--- src/rtl/cpu_types_pkg.sv ---
// Shared CPU types plus the forwarding-scoreboard state and counter widths.
package cpu_types_pkg;

    localparam int unsigned WordW   = 32;
    localparam int unsigned RegW    = 5;
    localparam int unsigned NumRegs = 32;
    localparam int unsigned PendW   = 3;
    localparam int unsigned CntW    = 16;

    typedef logic [WordW-1:0] word_t;
    typedef logic [RegW-1:0]  regbits_t;

    typedef enum logic [0:0] {
        StRun,
        StStall
    } fsb_state_t;

endpackage

--- src/rtl/fwd_mux.sv ---
// Per-read-port operand select: youngest matching stage wins, $0 reads as zero.
module fwd_mux
    import cpu_types_pkg::*;
#(
    parameter int unsigned NSTG = 3
) (
    input  regbits_t rsAddr_i,
    input  word_t    rsRdat_i,
    input  logic     pendBusy_i,
    input  logic     stgWr_i   [NSTG],
    input  logic     stgRdy_i  [NSTG],
    input  regbits_t stgDst_i  [NSTG],
    input  word_t    stgData_i [NSTG],
    output word_t    opnd_o,
    output logic     fwdHit_o,
    output logic     hazard_o
);

    logic  matched;
    logic  matchRdy;
    word_t matchData;

    // Scan oldest to youngest so the lowest matching index is the one kept.
    always_comb begin
        matched   = 1'b0;
        matchRdy  = 1'b0;
        matchData = '0;
        for (int s = int'(NSTG) - 1; s >= 0; s--) begin
            if (stgWr_i[s] && (stgDst_i[s] == rsAddr_i)) begin
                matched   = 1'b1;
                matchRdy  = stgRdy_i[s];
                matchData = stgData_i[s];
            end
        end
    end

    always_comb begin
        opnd_o   = rsRdat_i;
        fwdHit_o = 1'b0;
        hazard_o = 1'b0;
        if (rsAddr_i == '0) begin
            opnd_o = '0;
        end else begin
            if (matched && matchRdy) begin
                opnd_o   = matchData;
                fwdHit_o = 1'b1;
            end
            hazard_o = pendBusy_i | (matched & ~matchRdy);
        end
    end

endmodule

--- src/rtl/fwd_scoreboard.sv ---
// Load-use scoreboard with operand forwarding, stall FSM and saturating stall statistics.
module fwd_scoreboard
    import cpu_types_pkg::*;
#(
    parameter int unsigned NRP    = 2,
    parameter int unsigned NSTG   = 3,
    parameter int unsigned LD_LAT = 2
) (
    input  logic            CLK,
    input  logic            RST,
    input  logic            issue_v,
    input  logic            issue_wr,
    input  logic            issue_ld,
    input  regbits_t        issue_dst,
    input  logic            flush,
    input  regbits_t        rs_addr  [NRP],
    input  word_t           rs_rdat  [NRP],
    input  logic            stg_wr   [NSTG],
    input  logic            stg_rdy  [NSTG],
    input  regbits_t        stg_dst  [NSTG],
    input  word_t           stg_data [NSTG],
    output word_t           opnd     [NRP],
    output logic            fwd_hit  [NRP],
    output logic            stall,
    output logic [CntW-1:0] stall_cnt,
    output logic [CntW-1:0] stall_evt
);

    logic [PendW-1:0] pendQ [NumRegs];
    logic [PendW-1:0] pendD [NumRegs];
    fsb_state_t       stateQ, stateD;
    logic [CntW-1:0]  stallCntQ, stallCntD;
    logic [CntW-1:0]  stallEvtQ, stallEvtD;
    logic             hazard [NRP];
    logic             anyHazard;
    logic             loadIssue;

    for (genvar p = 0; p < int'(NRP); p++) begin : gPort
        fwd_mux #(
            .NSTG(NSTG)
        ) uMux (
            .rsAddr_i  (rs_addr[p]),
            .rsRdat_i  (rs_rdat[p]),
            .pendBusy_i(pendQ[rs_addr[p]] != '0),
            .stgWr_i   (stg_wr),
            .stgRdy_i  (stg_rdy),
            .stgDst_i  (stg_dst),
            .stgData_i (stg_data),
            .opnd_o    (opnd[p]),
            .fwdHit_o  (fwd_hit[p]),
            .hazard_o  (hazard[p])
        );
    end

    always_comb begin
        anyHazard = 1'b0;
        for (int p = 0; p < int'(NRP); p++) begin
            anyHazard = anyHazard | hazard[p];
        end
    end

    assign stall     = anyHazard & ~flush & ~RST;
    assign loadIssue = issue_v & issue_wr & issue_ld & ~stall & (issue_dst != '0);

    // A fresh load overrides the countdown of its own register; flush beats both.
    always_comb begin
        pendD[0] = '0;
        for (int r = 1; r < int'(NumRegs); r++) begin
            pendD[r] = (pendQ[r] != '0) ? pendQ[r] - PendW'(1) : '0;
        end
        if (loadIssue) begin
            pendD[issue_dst] = PendW'(LD_LAT);
        end
        if (flush) begin
            pendD = '{default: '0};
        end
    end

    always_comb begin
        stateD = stateQ;
        case (stateQ)
            StRun:   if (stall)  stateD = StStall;
            StStall: if (!stall) stateD = StRun;
            default: stateD = StRun;
        endcase
        if (flush) begin
            stateD = StRun;
        end
    end

    always_comb begin
        stallCntD = stallCntQ;
        stallEvtD = stallEvtQ;
        if (stall && (stallCntQ != '1)) begin
            stallCntD = stallCntQ + CntW'(1);
        end
        if (stall && (stateQ == StRun) && (stallEvtQ != '1)) begin
            stallEvtD = stallEvtQ + CntW'(1);
        end
    end

    always_ff @(posedge CLK) begin
        if (RST) begin
            pendQ     <= '{default: '0};
            stateQ    <= StRun;
            stallCntQ <= '0;
            stallEvtQ <= '0;
        end else begin
            pendQ     <= pendD;
            stateQ    <= stateD;
            stallCntQ <= stallCntD;
            stallEvtQ <= stallEvtD;
        end
    end

    assign stall_cnt = stallCntQ;
    assign stall_evt = stallEvtQ;

endmodule
--- config.mk ---
export PLATFORM = sky130hd
export DESIGN_NAME = fwd_scoreboard
export DESIGN_NICKNAME = d
export VERILOG_FILES = /design/src/rtl/cpu_types_pkg.sv /design/src/rtl/fwd_mux.sv /design/src/rtl/fwd_scoreboard.sv
export SDC_FILE = /design/constraint.sdc
export NUM_CORES = 1
export LEC_CHECK = 0
export CAP_MARGIN = 20
export CORE_MARGIN = 8
export CORE_UTILIZATION = 25
export CTS_BUF_LIST = sky130_fd_sc_hd__clkbuf_4
export DETAILED_ROUTE_END_ITERATION = 12
export PLACE_DENSITY = 0.57
export SETUP_SLACK_MARGIN = 0.5
export SYNTH_ARGS = -nofsm -noshare
export SYNTH_HDL_FRONTEND = slang
export SYNTH_SLANG_ARGS = --single-unit
--- constraint.sdc ---
create_clock -name CLK -period 4.15 [get_ports CLK]
set_input_delay 0.83 -clock CLK [delete_from_list [all_inputs] [get_ports CLK]]
set_output_delay 0.83 -clock CLK [all_outputs]
set_load 0.1 [all_outputs]
---- Word-level counts from Yosys, hierarchy flattened ----
Cells that the tools add are included.
operators by class
  add/sub/neg operators ................... 33
  $lt $le $gt $ge ......................... 4
  eq/ne operators ......................... 8
  multiplexer cells ....................... 69
  bitwise logic cells ..................... 24
  reductions and logical operators ........ 50
operator list
  cell                                                                           number
  32-bit 2-to-1 mux                                                              10
  3-bit 2-to-1 mux                                                               36
  3-bit nonzero test                                                             33
  93-bit 2-to-1 mux                                                              1
  3-bit by 1-bit subtractor with 3-bit output (second input constant)            31
  62-bit by 64-bit AND with 64-bit output                                        1
  64-bit NOT                                                                     1
  16-bit by 1-bit adder with 16-bit output (second input constant)               2
  16-bit inequality test (second input constant)                                 2
  31-bit by 32-bit bitwise OR with 32-bit output                                 1
  3-bit binary-select mux with 5-bit select                                      2
  5-bit equality test                                                            6
  1-bit 2-to-1 mux                                                               19
  6-bit >= comparator (second input constant)                                    3
  5-bit NOT with 6-bit output                                                    3
  3-bit demux with 5-bit select                                                  1
  1-bit logical AND                                                              12
  5-bit zero test                                                                2
  1-bit AND                                                                      8
  1-bit NOT                                                                      7
  6-bit by 1-bit less-than comparator with 1-bit output (second input constant)  1
  5-bit nonzero test                                                             1
  1-bit bitwise OR                                                               3
  3-bit OR reduction                                                             1
  2-bit OR reduction                                                             1
storage, ports and cells
  flip-flop bits (word level) ............. 129
  output and inout bits ................... 99

---- Logic depth before layout (Yosys ltp) ----
Gate-level depths: netlist (run 1).
  word-level depth ........................ 17
  mapped depth ............................ 15

---- Hierarchy ----
A second synthesis (run 1) with hierarchy kept.
unflattened totals
  cells, all modules ...................... 1413
  area, all modules ....................... 10877.9 µm²
modules (own cells, without submodules)
  module          instances  cells each  area each (µm²)  sequential area each (µm²)
  fwd_scoreboard  1          805         6631.4           2542.4
  fwd_mux         2          304         2123.3           0.0

---- Worst setup path before layout (run 1) ----
No wires, ideal clock.
  path type ............................... input port to output port
  start point ............................. input rs_addr[7] in the netlist's numbering
  end point ............................... output opnd[34] in the netlist's numbering
  arrival ................................. 4.084 ns
  slack ................................... -0.764 ns
  cell stages on the path ................. 11
  buffers on the path ..................... 4
  path through ............................ buf_2 -> xor2_1 -> nor4_1 -> and3_1 -> clkbuf_1 -> clkbuf_1 -> nor2_1 -> a21oi_1 -> buf_2 -> mux2i_1 -> nor2_1
RTL lines
  what             RTL line              RTL
  start, declared  fwd_scoreboard.sv:16  input regbits_t rs_addr [NRP],
  end, declared    fwd_scoreboard.sv:22  output word_t opnd [NRP],

==> qor.yml, run 1 <==
worst_setup_path:
  cp.required_ns: 3.32
  path_delay_family: "buffers and inverters"
  crit_path_end_kind: "output port"
  startpoint_type: "input port"
  crit_type: "input port to output port"
  crit_fanout: 6
  worstPathArrival_ns: 2.98
  crit_path_cell_trace: "buf_6, buf_8, buf_8, xor2_1, nor4_1, and3_4, nor2_4, a21oi_4, buf_6, buf_16, mux2i_4, nor2_4, buf_12"
  max_stage_delay_ns: 0.30
  crit_path_top_delay_cell: "nor4_1"
  cp_num_buf_inv: 6
  reg2reg_slack_ns: 1.08
cells_and_area:
  layout-drive-gt1-share: 0.341
  fillerInstances: 3514
  area_growth_pct: 84.9
  fin_cells: 2101
  seqCellArea_um2: 2540
  final_common_cell: "clkdlybuf4s50_1"
  layout_common_cells: "clkdlybuf4s50_1, dfxtp_1, nand2_1"
  multiInputGateArea_um2: 8210
  fin_nets: 1874
  postLayoutCellArea_um2: 17400
detailed_routing:
  dr_total_vias: 11008
  drt_wl_total_mm: 42.5
  ant_nets: 0
  firstDrtPassIters: 5
  wl_per_cell_um: 20.2
  drtIter0Drc: 830
  viasPerCell: 5.24
  drc_errors: 0
yosys:
  async_reset_ff_frac: 0
  ys_types: 67
  syn_inst: 1241
  syn_avg_cell_area_um2: 7.57
  synth_edf_count: 0
  yosysWarnings: 0
  syn_nets: 1505
  syn_area_um2: 9390
  synthFlopType: "dfxtp_1"
  synth-seq-cells: 127
  ys_seq_area_frac: 0.271
timing:
  fin_crit_sh: 0.917
  rsz0062_at_grt: "yes"
  relSlewSlack: 0.343
  skew_ns: 0.0260
  drv_slew: 0
  hold_viol: 0
  hold_ws_ns: 0.447
  tightest_slew_ns: 0.982
  fmax_ghz: 0.263
  finalSetupViolCount: 0
  fin_crit_ns: 3.81
  setup_tns_ns: 0
placement:
  place_inst: 2014
  dpl-instance-area_um2: 15300
  dp_hpwl_mm: 31.4
  place_congestion: 0.892
  io_buffer_count: 300
cts:
  cts_tree: "yes"
  clk_latency_ns: 0.55
  root_buffer: "clkbuf_4"
  clock-sinks: 127
  path_clk_slew_ns: 0.11
  cts_buffer_depth: 2
  ctsHtreeMaxLevel: 4
  numCtsBuffers: 17
pwr:
  p_total_mw: 3.59
  power.switching_mw: 1.35
  p_sw_frac: 0.377
  ir_drop_uv: 196
  p_leak_nw: 6.40
  comb_power_share: 0.405
  seq_power_share: 0.342
  power.internal_mw: 2.23
  clkPwrFrac: 0.253
  p_per_area_nw_per_um2: 207
die:
  rows: 71
  io_pins: 301
  die_h_um: 210
  die_area_um2: 44000
  core_area_um2: 37300
  initial_core_util: 0.252
  die_w_um: 210
job:
  cap_violations: 0
global_routing:
  grt_pass1_vias: 10731
  grt_pass1_wl_mm: 64.3
  antenna_found_initial: 4
  gr-usage-all-layers: 0.184
  grt_overflow: 0
  grt_max_degree: 66
status:
  outcome: "finished, final reports clean"
hold_path:
  hold_path_class: "register to register"
cells by family (layout without fill, tap and decap cells):
logic type               after synthesis  after routing  synth area share
buffers and inverters                163            545            0.0769
adder cells (fa/ha/maj)               62             62            0.0826
multiplexers                          45             45            0.0565
AND/OR/NAND/NOR                      511            511             0.267
AO/OA/AOI/OAI                        300            300             0.216
other                                  1              5          0.000399
flip-flops                           127            127             0.271
XOR/XNOR                              32             32            0.0298
per-stage QoR:
stage,setup slack [ns],util
3_3_place_gp,-0.105,0.411
2_1_floorplan,0.321,-
3_5_place_dp,-0.131,0.411
6_report,0.344,0.465
4_1_cts,0.293,0.456
5_1_grt,0.240,0.465
metal layers:
metal  up-vias  part of all wire  track usage
li1       5235                 -            -
met1      5333              0.40        0.220
met2       397              0.52        0.335
met3        43             0.057       0.0294
met4         0             0.020       0.0513
met5         -                 0            0
synthesized netlist by cell type, types with 4 or more instances:
cell,n,area (um^2)
or2_2,14,87.6
o21ai_0,49,245
nor4b_1,23,201
a2111oi_0,8,70.1
o31ai_1,10,75.1
nor2_1,150,563
clkbuf_1,56,210
mux2_2,4,45.0
o311ai_0,6,52.6
nand4_1,6,37.5
nand2b_1,5,31.3
a211oi_1,11,82.6
xor2_1,14,123
xnor2_1,18,158
buf_2,12,60.1
buf_4,14,105
nand2_1,125,469
nor2b_1,6,37.5
or4_1,13,97.6
mux4_2,6,135
a31o_2,4,35.0
a21oi_1,77,385
nand3_1,44,220
and3_1,33,206
nor3_1,53,265
ha_1,62,776
dfxtp_1,127,2540
a221oi_1,32,280
o211ai_1,5,37.5
a311oi_1,9,78.8
nor4_1,12,75.1
o41ai_1,5,43.8
buf_6,4,45.0
and2_1,9,56.3
a31oi_1,25,156
buf_1,6,22.5
a32oi_1,5,43.8
or3_1,4,25.0
mux2i_1,35,350
a22oi_1,34,255
inv_1,69,259
layout make-up:
class | count | area share
clock inverters | 14 | 0.00908
multi-input cells | 951 | 0.473
diodes | 4 | 0.000577
well taps | 474 | 0.0342
inverters | 69 | 0.0154
clock buffers | 18 | 0.00778
flip-flops and latches | 127 | 0.146
repair buffers | 444 | 0.314
power by group through the flow:
stage / logic [mW] / clock network, mW / registers [mW]
2_1_floorplan: 0.707 / 0 / 1.27
3_3_place_gp: 1.30 / 0 / 1.25
3_5_place_dp: 1.30 / 0 / 1.25
4_1_cts: 1.42 / 0.941 / 1.23
5_1_grt: 1.51 / 0.996 / 1.23
6_report: 1.45 / 0.908 / 1.23
worst paths after layout:
check | startpoint | endpoint | cells past startpoint
worst max register to register | pendQ[60] | pendQ[9] | 11
worst min register to register | pendQ[78] | pendQ[78] | 1
worst min-delay path | pendQ[78] | pendQ[78] | 1
worst max-delay path | rs_addr[6] | opnd[35] | 13
timing repair:
item                                    in CTS  in global routing
buffers inserted                            35                  4
pin swaps                                   75                 33
gates resized for setup                    272                 82
endpoints found under the setup margin      68                 67
cloned                                      11                  1
hold endpoints to repair                     0                  0
hold buffers                                 0                  0
sequential cells by signal, summed over array words and instances (netlist names):
signal     cells
stall_evt     16
stall_cnt     16
stateQ         1
pendQ         94
Power figures use the tool's default switching activity.
==> run 2, diff against run 1 <==
--- a/config.mk
+++ b/config.mk
@@ -10,7 +10,7 @@
 export CORE_UTILIZATION = 25
 export CTS_BUF_LIST = sky130_fd_sc_hd__clkbuf_4
 export DETAILED_ROUTE_END_ITERATION = 12
-export PLACE_DENSITY = 0.57
+export PLACE_DENSITY = 0.58
 export SETUP_SLACK_MARGIN = 0.5
 export SYNTH_ARGS = -nofsm -noshare
 export SYNTH_HDL_FRONTEND = slang
==> constraint.sdc (replaced) <==
create_clock -name CLK -period 3.3 [get_ports CLK]
set_input_delay 0.66 -clock CLK [delete_from_list [all_inputs] [get_ports CLK]]
set_output_delay 0.66 -clock CLK [all_outputs]
set_load 0.1 [all_outputs]
==> run 2 against run 1 <==
The flow now finishes with violations (negative setup slack); sequential power grew 25%; core utilization grew 3.8 points; die area is the same; register-to-register slack lost 0.74 ns; highest routed layer unchanged; cell count grew 2.1%; via count grew 1.7%; global-route usage grew 0.49 points; largest power group unchanged; flip-flop and latch count is the same; routed wire length grew 4.8%; non-clock buffer count grew 45.
==> qor.yml, run 2 (synthesis gave the netlist of run 1 again) <==
timing:
  fin_crit_sh: 1.09
  finalSetupViolCount: 65  # was 0
  fin_crit_ns: 3.60
  drv_slew: 0  # unchanged
  fin_ws_ns: -0.298  # was 0.344 ns
  setup_tns_ns: -10.36  # was 0 ns
  tightest_slew_ns: 0.935  # was 0.982 ns
  hold_viol: 0  # unchanged
  relSlewSlack: 0.375  # was 0.343
  skew_ns: 0.0272  # was 0.0260 ns
  fmax_ghz: 0.278
  hold_ws_ns: 0.431  # was 0.447 ns
  rsz0062_at_grt: "yes"  # unchanged
hold_path:
  hold_path_class: "register to register"  # unchanged
  hp-start: "pendQ[69]"  # was pendQ[78]
global_routing:
  grt_overflow: 0  # unchanged
  grt_pass1_vias: 11165  # was 10.7k
  antenna_found_initial: 2  # was 4
  gr-usage-all-layers: 0.189  # was 0.184
  grt_max_degree: 37  # was 66
  grt_pass1_wl_mm: 66.4  # was 64.3 mm
cts:
  clk_latency_ns: 0.56  # was 0.55 ns
  cts_tree: "yes"  # unchanged
  clock-sinks: 127  # unchanged
  path_clk_slew_ns: 0.11  # about the same
  cts_buffer_depth: 2  # unchanged
  ctsHtreeMaxLevel: 4  # unchanged
  numCtsBuffers: 17  # unchanged
  root_buffer: "clkbuf_4"  # unchanged
die:
  io_pins: 301  # unchanged
  die_w_um: 210  # unchanged
  initial_core_util: 0.252  # unchanged
  die_h_um: 210  # unchanged
  core_area_um2: 37300  # unchanged
  rows: 71  # unchanged
  die_area_um2: 44000  # unchanged
pwr:
  p_per_area_nw_per_um2: 248  # was 207 nW/um^2
  ir_drop_uv: 220  # was 196 uV
  p_leak_nw: 6.98  # was 6.40 nW
  p_total_mw: 4.66  # was 3.59 mW
placement:
  pre_cts_ws_ns: -0.843  # was -0.131 ns
  dp_hpwl_mm: 31.8  # was 31.4 mm
  dpl-instance-area_um2: 15600  # was 15300 um^2
  place_congestion: 0.873  # was 0.892
  io_buffer_count: 300  # unchanged
  place_inst: 2045  # was 2014
cells_and_area:
  area_growth_pct: 100  # was 84.9%
  largest_reg_flops: 94  # unchanged
  final_common_cell: "clkdlybuf4s50_1"  # unchanged
  layout_common_cells: "clkdlybuf4s50_1, buf_4, nand2_1"  # was clkdlybuf4s50_1, dfxtp_1, nand2_1
  top_register: "pendQ"  # unchanged
  postLayoutCellArea_um2: 18800  # was 17400 um^2
  layout-drive-gt1-share: 0.455  # was 0.341
  fin_nets: 1920  # was 1874
  final_util: 0.503  # was 0.465
  fin_cells: 2145  # was 2101
worst_setup_path:
  crit_start: "rs_addr[6]"  # unchanged
  crit_type: "input port to output port"  # unchanged
  reg2reg_slack_ns: 0.34  # was 1.08 ns
  crit_path_end_kind: "output port"  # unchanged
  startpoint_type: "input port"  # unchanged
  rr_startpoint: "pendQ[9]"  # was pendQ[60]
  cp.required_ns: 2.64  # was 3.32 ns
  crit_fanout: 7  # was 6
  worstPathArrival_ns: 2.94  # was 2.98 ns
status:
  violations: "negative setup slack"
  outcome: "complete, but fails checks"  # was finished, final reports clean
job:
  cap_violations: 0  # unchanged
detailed_routing:
  ant_nets: 0  # unchanged
  firstDrtPassIters: 5  # unchanged
  drc_errors: 0  # unchanged
  dr_total_vias: 11199  # was 11.0k
  drt_wl_total_mm: 44.6  # was 42.5 mm
  viasPerCell: 5.22  # was 5.24
  wl_per_cell_um: 20.8  # was 20.2 um
  drtIter0Drc: 706  # was 830
==> run 2: metal layers <==
layer,GRT usage,vias to the layer above,wire (um),share of wire
met5,0,-,0,0
met4,0.0447,0,611,0.014
met3,0.0301,39,2510,0.056
met2,0.342,394,23100,0.52
met1,0.230,5429,18300,0.41
li1,-,5337,-,-
==> run 2: timing repair <==
| action | 4_1_cts | 5_1_grt |
|---|---|---|
| hold buffers | 0 | 0 |
| buffers inserted | 40 | 8 |
| gates cloned | 14 | 4 |
| pin swaps | 113 | 80 |
| gates resized for setup | 312 | 187 |
| hold endpoints to repair | 0 | 0 |
| endpoints found under the setup margin | 190 | 186 |
==> run 2: final timing paths <==
kind             endpoint  depth (start not counted)
max              opnd[41]                         15
min             pendQ[69]                          1
max reg2reg  stall_evt[5]                         12
min reg2reg     pendQ[69]                          1
==> run 2: power by group <==
group	total [mW]	switching, mW	internal (mW)
logic	1.96	1.09	0.865
clock network	1.16	0.631	0.531
registers	1.54	0.00569	1.53
==> run 2: critical path, stage by stage <==
cell and delay (ns):
buf_6 0.10, buf_12 0.13, buf_12 0.13, xor2_4 0.15
nor4_4 0.39, nor3b_4 0.09, a22oi_2 0.14, nor2_2 0.06
a21oi_4 0.19, buf_6 0.17, buf_12 0.14, mux2i_2 0.20
buf_4 0.15, nor2_4 0.04, buf_12 0.17
==> run 2: final cells by class <==
class	count	area, um^2
antenna	2	5.00
tap	474	593
timing repair buffer	489	5820
clock inverter	14	165
multi-input combinational	952	9210
fill	3342	18500
inverter	69	267
sequential	127	2580
clock buffer	18	135
==> run 3, diff against run 2 <==
--- a/config.mk
+++ b/config.mk
@@ -7,10 +7,10 @@
 export LEC_CHECK = 0
 export CAP_MARGIN = 20
 export CORE_MARGIN = 8
-export CORE_UTILIZATION = 25
+export CORE_UTILIZATION = 44
 export CTS_BUF_LIST = sky130_fd_sc_hd__clkbuf_4
 export DETAILED_ROUTE_END_ITERATION = 12
-export PLACE_DENSITY = 0.58
+export PLACE_DENSITY = 0.88
 export SETUP_SLACK_MARGIN = 0.5
 export SYNTH_ARGS = -nofsm -noshare
 export SYNTH_HDL_FRONTEND = slang
==> run 3 against run 2 <==
The flow now stops in global routing; synthesized cell count stayed put; area after synthesis stayed put.
==> qor.yml, run 3 <==
yosys:
  ys_seq_area_frac: 0.271  # unchanged
  async_reset_ff_frac: 0  # unchanged
  ys_types: 67  # unchanged
  synth_edf_count: 0  # unchanged
  syn_nets: 1505  # unchanged
  synth_top_cell_area_share: 0.271  # unchanged
  synth-seq-cells: 127  # unchanged
  synth.most_common_cell: "nor2_1"  # unchanged
  syn_avg_cell_area_um2: 7.57  # unchanged
  synthTopCellsByCount: "nor2_1, dfxtp_1, nand2_1"  # unchanged
  synth_area_leader_cell: "dfxtp_1"  # unchanged
  synthTopCellsByArea: "dfxtp_1, ha_1, nor2_1, nand2_1, a21oi_1"  # unchanged
  syn_area_um2: 9390  # unchanged
  yosysWarnings: 0  # unchanged
  syn_inst: 1241  # unchanged
  synthFlopType: "dfxtp_1"  # unchanged
die:
  die_h_um: 162  # was 210 um
  io_pins: 301  # unchanged
  rows: 53  # was 71
  die_w_um: 162  # was 210 um
  initial_core_util: 0.448  # was 0.252
cts:
  hold_buffers: 0  # unchanged
  ctsHtreeMaxLevel: 4  # unchanged
  root_buffer: "clkbuf_4"  # unchanged
  numCtsBuffers: 17  # unchanged
  clock-sinks: 127  # unchanged
  cts_buffer_depth: 2  # unchanged
timing:
  worst-ep-kind: "register data pin"
  crit_endpoint: "pendQ[54]$_SDFF_PP0_/D"
status:
  outcome: "aborted with a tool error"  # was complete, but fails checks
  firstError: "[ERROR GRT-0232] Routing congestion too high. Check the congestion heatmap in the GUI."
  failing_step: "global routing"
global_routing:
  grt_max_degree: 66
  grt_overflow: 466
  gr-usage-all-layers: 0.808
placement:
  place_congestion: 0.962  # was 0.873
  io_buffer_count: 300  # unchanged
  dp_hpwl_mm: 31.6  # was 31.8 mm
-- run 3: kinds of logic after synthesis --
family,synth area share
mux,0.0565
buf+inv,0.0769
simple gates,0.267
compound gates,0.216
fa+ha+maj,0.0826
flops,0.271
xor+xnor,0.0298
other cells,0.000399
-- run 3: metrics by stage --
step                      utilization  setup slack (ns)  std cells  instance area [um^2]  hold slack, ns
after CTS                       0.886            -0.182       1944                 18600           0.461
after floorplan                     -            -0.189       1241                 11000           0.419
after global placement          0.727            -0.622       1837                 15200           0.429
after detailed placement        0.727            -0.703       1837                 15200           0.446
-- run 3: per-layer routing --
layer  GRT usage  GRT overflow
met5       0.341             0
met4       0.876           166
met3       0.706             6
met2       0.960           286
met1       0.758             8
-- run 3: timing repair --
item / in CTS
pin swaps: 168
buffers inserted: 51
gates resized for setup: 506
gates cloned: 24
endpoints found under the setup margin: 192
==> run 4, diff against run 3 <==
--- a/config.mk
+++ b/config.mk
@@ -7,11 +7,9 @@
 export LEC_CHECK = 0
 export CAP_MARGIN = 20
 export CORE_MARGIN = 8
-export CORE_UTILIZATION = 44
-export CTS_BUF_LIST = sky130_fd_sc_hd__clkbuf_4
+export CORE_UTILIZATION = 40
 export DETAILED_ROUTE_END_ITERATION = 12
-export PLACE_DENSITY = 0.88
-export SETUP_SLACK_MARGIN = 0.5
+export PLACE_DENSITY_LB_ADDON = 0.15
 export SYNTH_ARGS = -nofsm -noshare
 export SYNTH_HDL_FRONTEND = slang
 export SYNTH_SLANG_ARGS = --single-unit
==> constraint.sdc (replaced) <==
create_clock -name CLK -period 4.3 [get_ports CLK]
set_input_delay 0.86 -clock CLK [delete_from_list [all_inputs] [get_ports CLK]]
set_output_delay 0.86 -clock CLK [all_outputs]
set_load 0.1 [all_outputs]
==> run 4 against run 3 <==
The flow now finishes without violations.
==> qor.yml, run 4 (synthesis gave the netlist of run 1 again) <==
status:
  outcome: "finished, final reports clean"  # was aborted with a tool error
global_routing:
  gr-usage-all-layers: 0.257
  antenna_found_initial: 5
  use_met3: 0.0477
  grt_use_met2: 0.438
  grt_pass1_vias: 9928
  busiest_layer: "met2"
  grt_overflow: 0
  grtUsageMet1: 0.315
  grt_pass1_wl_mm: 58.2
  grt_max_degree: 66
cts:
  root_buffer: "clkbuf_16"  # was clkbuf_4
  path_clk_slew_ns: 0.06
  clk_latency_ns: 0.43
  numCtsBuffers: 17  # unchanged
  cts_tree: "yes"
  hold_buffers: 0  # unchanged
  cts_buffer_depth: 2  # unchanged
  clock-sinks: 127  # unchanged
  ctsHtreeMaxLevel: 4  # unchanged
worst_setup_path:
  reg2reg_slack_ns: 1.23
  max_stage_delay_ns: 0.47
  startpoint_type: "input port"
  worstPathArrival_ns: 3.39
  crit_path_cell_trace: "clkdlybuf4s50_1, xor2_1, nor4_4, buf_4, buf_4, a22oi_1, nor2_1, a21oi_4, buf_12, buf_12, mux2i_2, buf_4, nor2_4, buf_12"
  cp.required_ns: 3.44
  reg2reg_to: "pendQ[27]"
  crit_path_top_delay_cell: "clkdlybuf4s50_1"
  crit_path_end_kind: "output port"
  crit_fanout: 6
  endpoint: "opnd[36]"
  crit_type: "input port to output port"
  rr_startpoint: "pendQ[39]"
  reg2reg_depth: 11
  crit_start: "stg_dst[8]"
timing:
  drv_slew: 0
  hold_viol: 0
  tightest_slew_ns: 1.05
  skew_ns: 0.0139
  fin_ws_ns: 0.0508
  setup_tns_ns: 0
  fin_crit_sh: 0.988
  fmax_ghz: 0.235
  fin_crit_ns: 4.25
  finalSetupViolCount: 0
  relSlewSlack: 0.299
pwr:
  comb_power_share: 0.320
  p_sw_frac: 0.345
  p_leak_nw: 6.09
  p_total_mw: 3.82
  p_per_area_nw_per_um2: 248
  power.switching_mw: 1.32
  power.internal_mw: 2.50
  seq_power_share: 0.310
  ir_drop_uv: 281
  clkPwrFrac: 0.370
die:
  die_w_um: 169  # was 162 um
  rows: 56  # was 53
  core_area_um2: 23300
  die_h_um: 169  # was 162 um
  io_pins: 301  # unchanged
  initial_core_util: 0.404  # was 0.448
  die_area_um2: 28600
cells_and_area:
  area_growth_pct: 64.1
  postLayoutCellArea_um2: 15400
  top_register: "pendQ"
  final_util: 0.662
  layout_common_cells: "clkdlybuf4s50_1, dfxtp_1, nand2_1"
  seqCellArea_um2: 2540
  multiInputGateArea_um2: 6940
  fin_nets: 1819
  layout-drive-gt1-share: 0.228
  fillerInstances: 1908
  largest_reg_flops: 94
  final_common_cell: "clkdlybuf4s50_1"
detailed_routing:
  viasPerCell: 5.70
  firstDrtPassIters: 6
  drt_wl_total_mm: 39.6
  wl_per_cell_um: 20.9
  drc_errors: 0
  ant_nets: 0
  drtIter0Drc: 931
  dr_total_vias: 10778
placement:
  dp_hpwl_mm: 29.8  # was 31.6 mm
  place_congestion: 0.918  # was 0.962
  dpl-instance-area_um2: 14200  # was 15200 um^2
  pre_cts_ws_ns: -0.137  # was -0.703 ns
  io_buffer_count: 300  # unchanged
job:
  cap_violations: 0
hold_path:
  hold_path_class: "register to register"
-- run 4: final cells by class --
type	instances	area share
antenna	4	0.000650
clock buffer	17	0.0276
clock inverter	15	0.00958
inverter	69	0.0171
multi-input combinational	951	0.450
sequential	127	0.165
tap	319	0.0259
timing repair buffer	389	0.304
-- run 4: worst max-delay path, delay by kind of cell --
kind,cells,cell delay (ns)
compound gates,2,0.14
buf+inv,7,1.39
xor+xnor,1,0.21
mux,1,0.22
simple gates,3,0.56
-- run 4: worst min-delay path by stage --
stage                     end  slack (ns)      start  depth (start not counted)
global route        pendQ[69]        0.47  pendQ[69]                          1
finish              pendQ[36]        0.44  pendQ[36]                          1
CTS                 pendQ[36]        0.44  pendQ[36]                          1
floorplan           pendQ[69]        0.41  pendQ[69]                          1
global placement    pendQ[69]        0.43  pendQ[69]                          1
detailed placement  pendQ[36]        0.43  pendQ[36]                          1
-- run 4: layer usage --
layer  routed length (um)  vias to the layer above
met2                19800                      438
met4                 1210                        0
met3                 2620                       66
met5                    0                        -
met1                16000                     5136
li1                     -                     5138
-- run 4: repair_timing --
item,4_1_cts,5_1_grt
buffers inserted,2,6
endpoints found under the setup margin,32,64
gates cloned,0,5
resized for setup,17,81
pin swaps,1,11
-- run 4: through the flow --
step	cells	hold slack, ns
6_report	1891	0.442
5_1_grt	1891	0.473
4_1_cts	1876	0.443
3_5_place_dp	1842	0.434
3_3_place_gp	1842	0.427
2_1_floorplan	1241	0.413
-- run 4: power by group through the flow --
stage                     clock network (mW)  registers (mW)  logic (mW)
after floorplan                            0            1.22       0.624
after global placement                     0            1.21        1.17
after detailed placement                   0            1.21        1.18
after CTS                               1.43            1.18        1.19
after global routing                    1.49            1.18        1.27
final                                   1.41            1.18        1.22
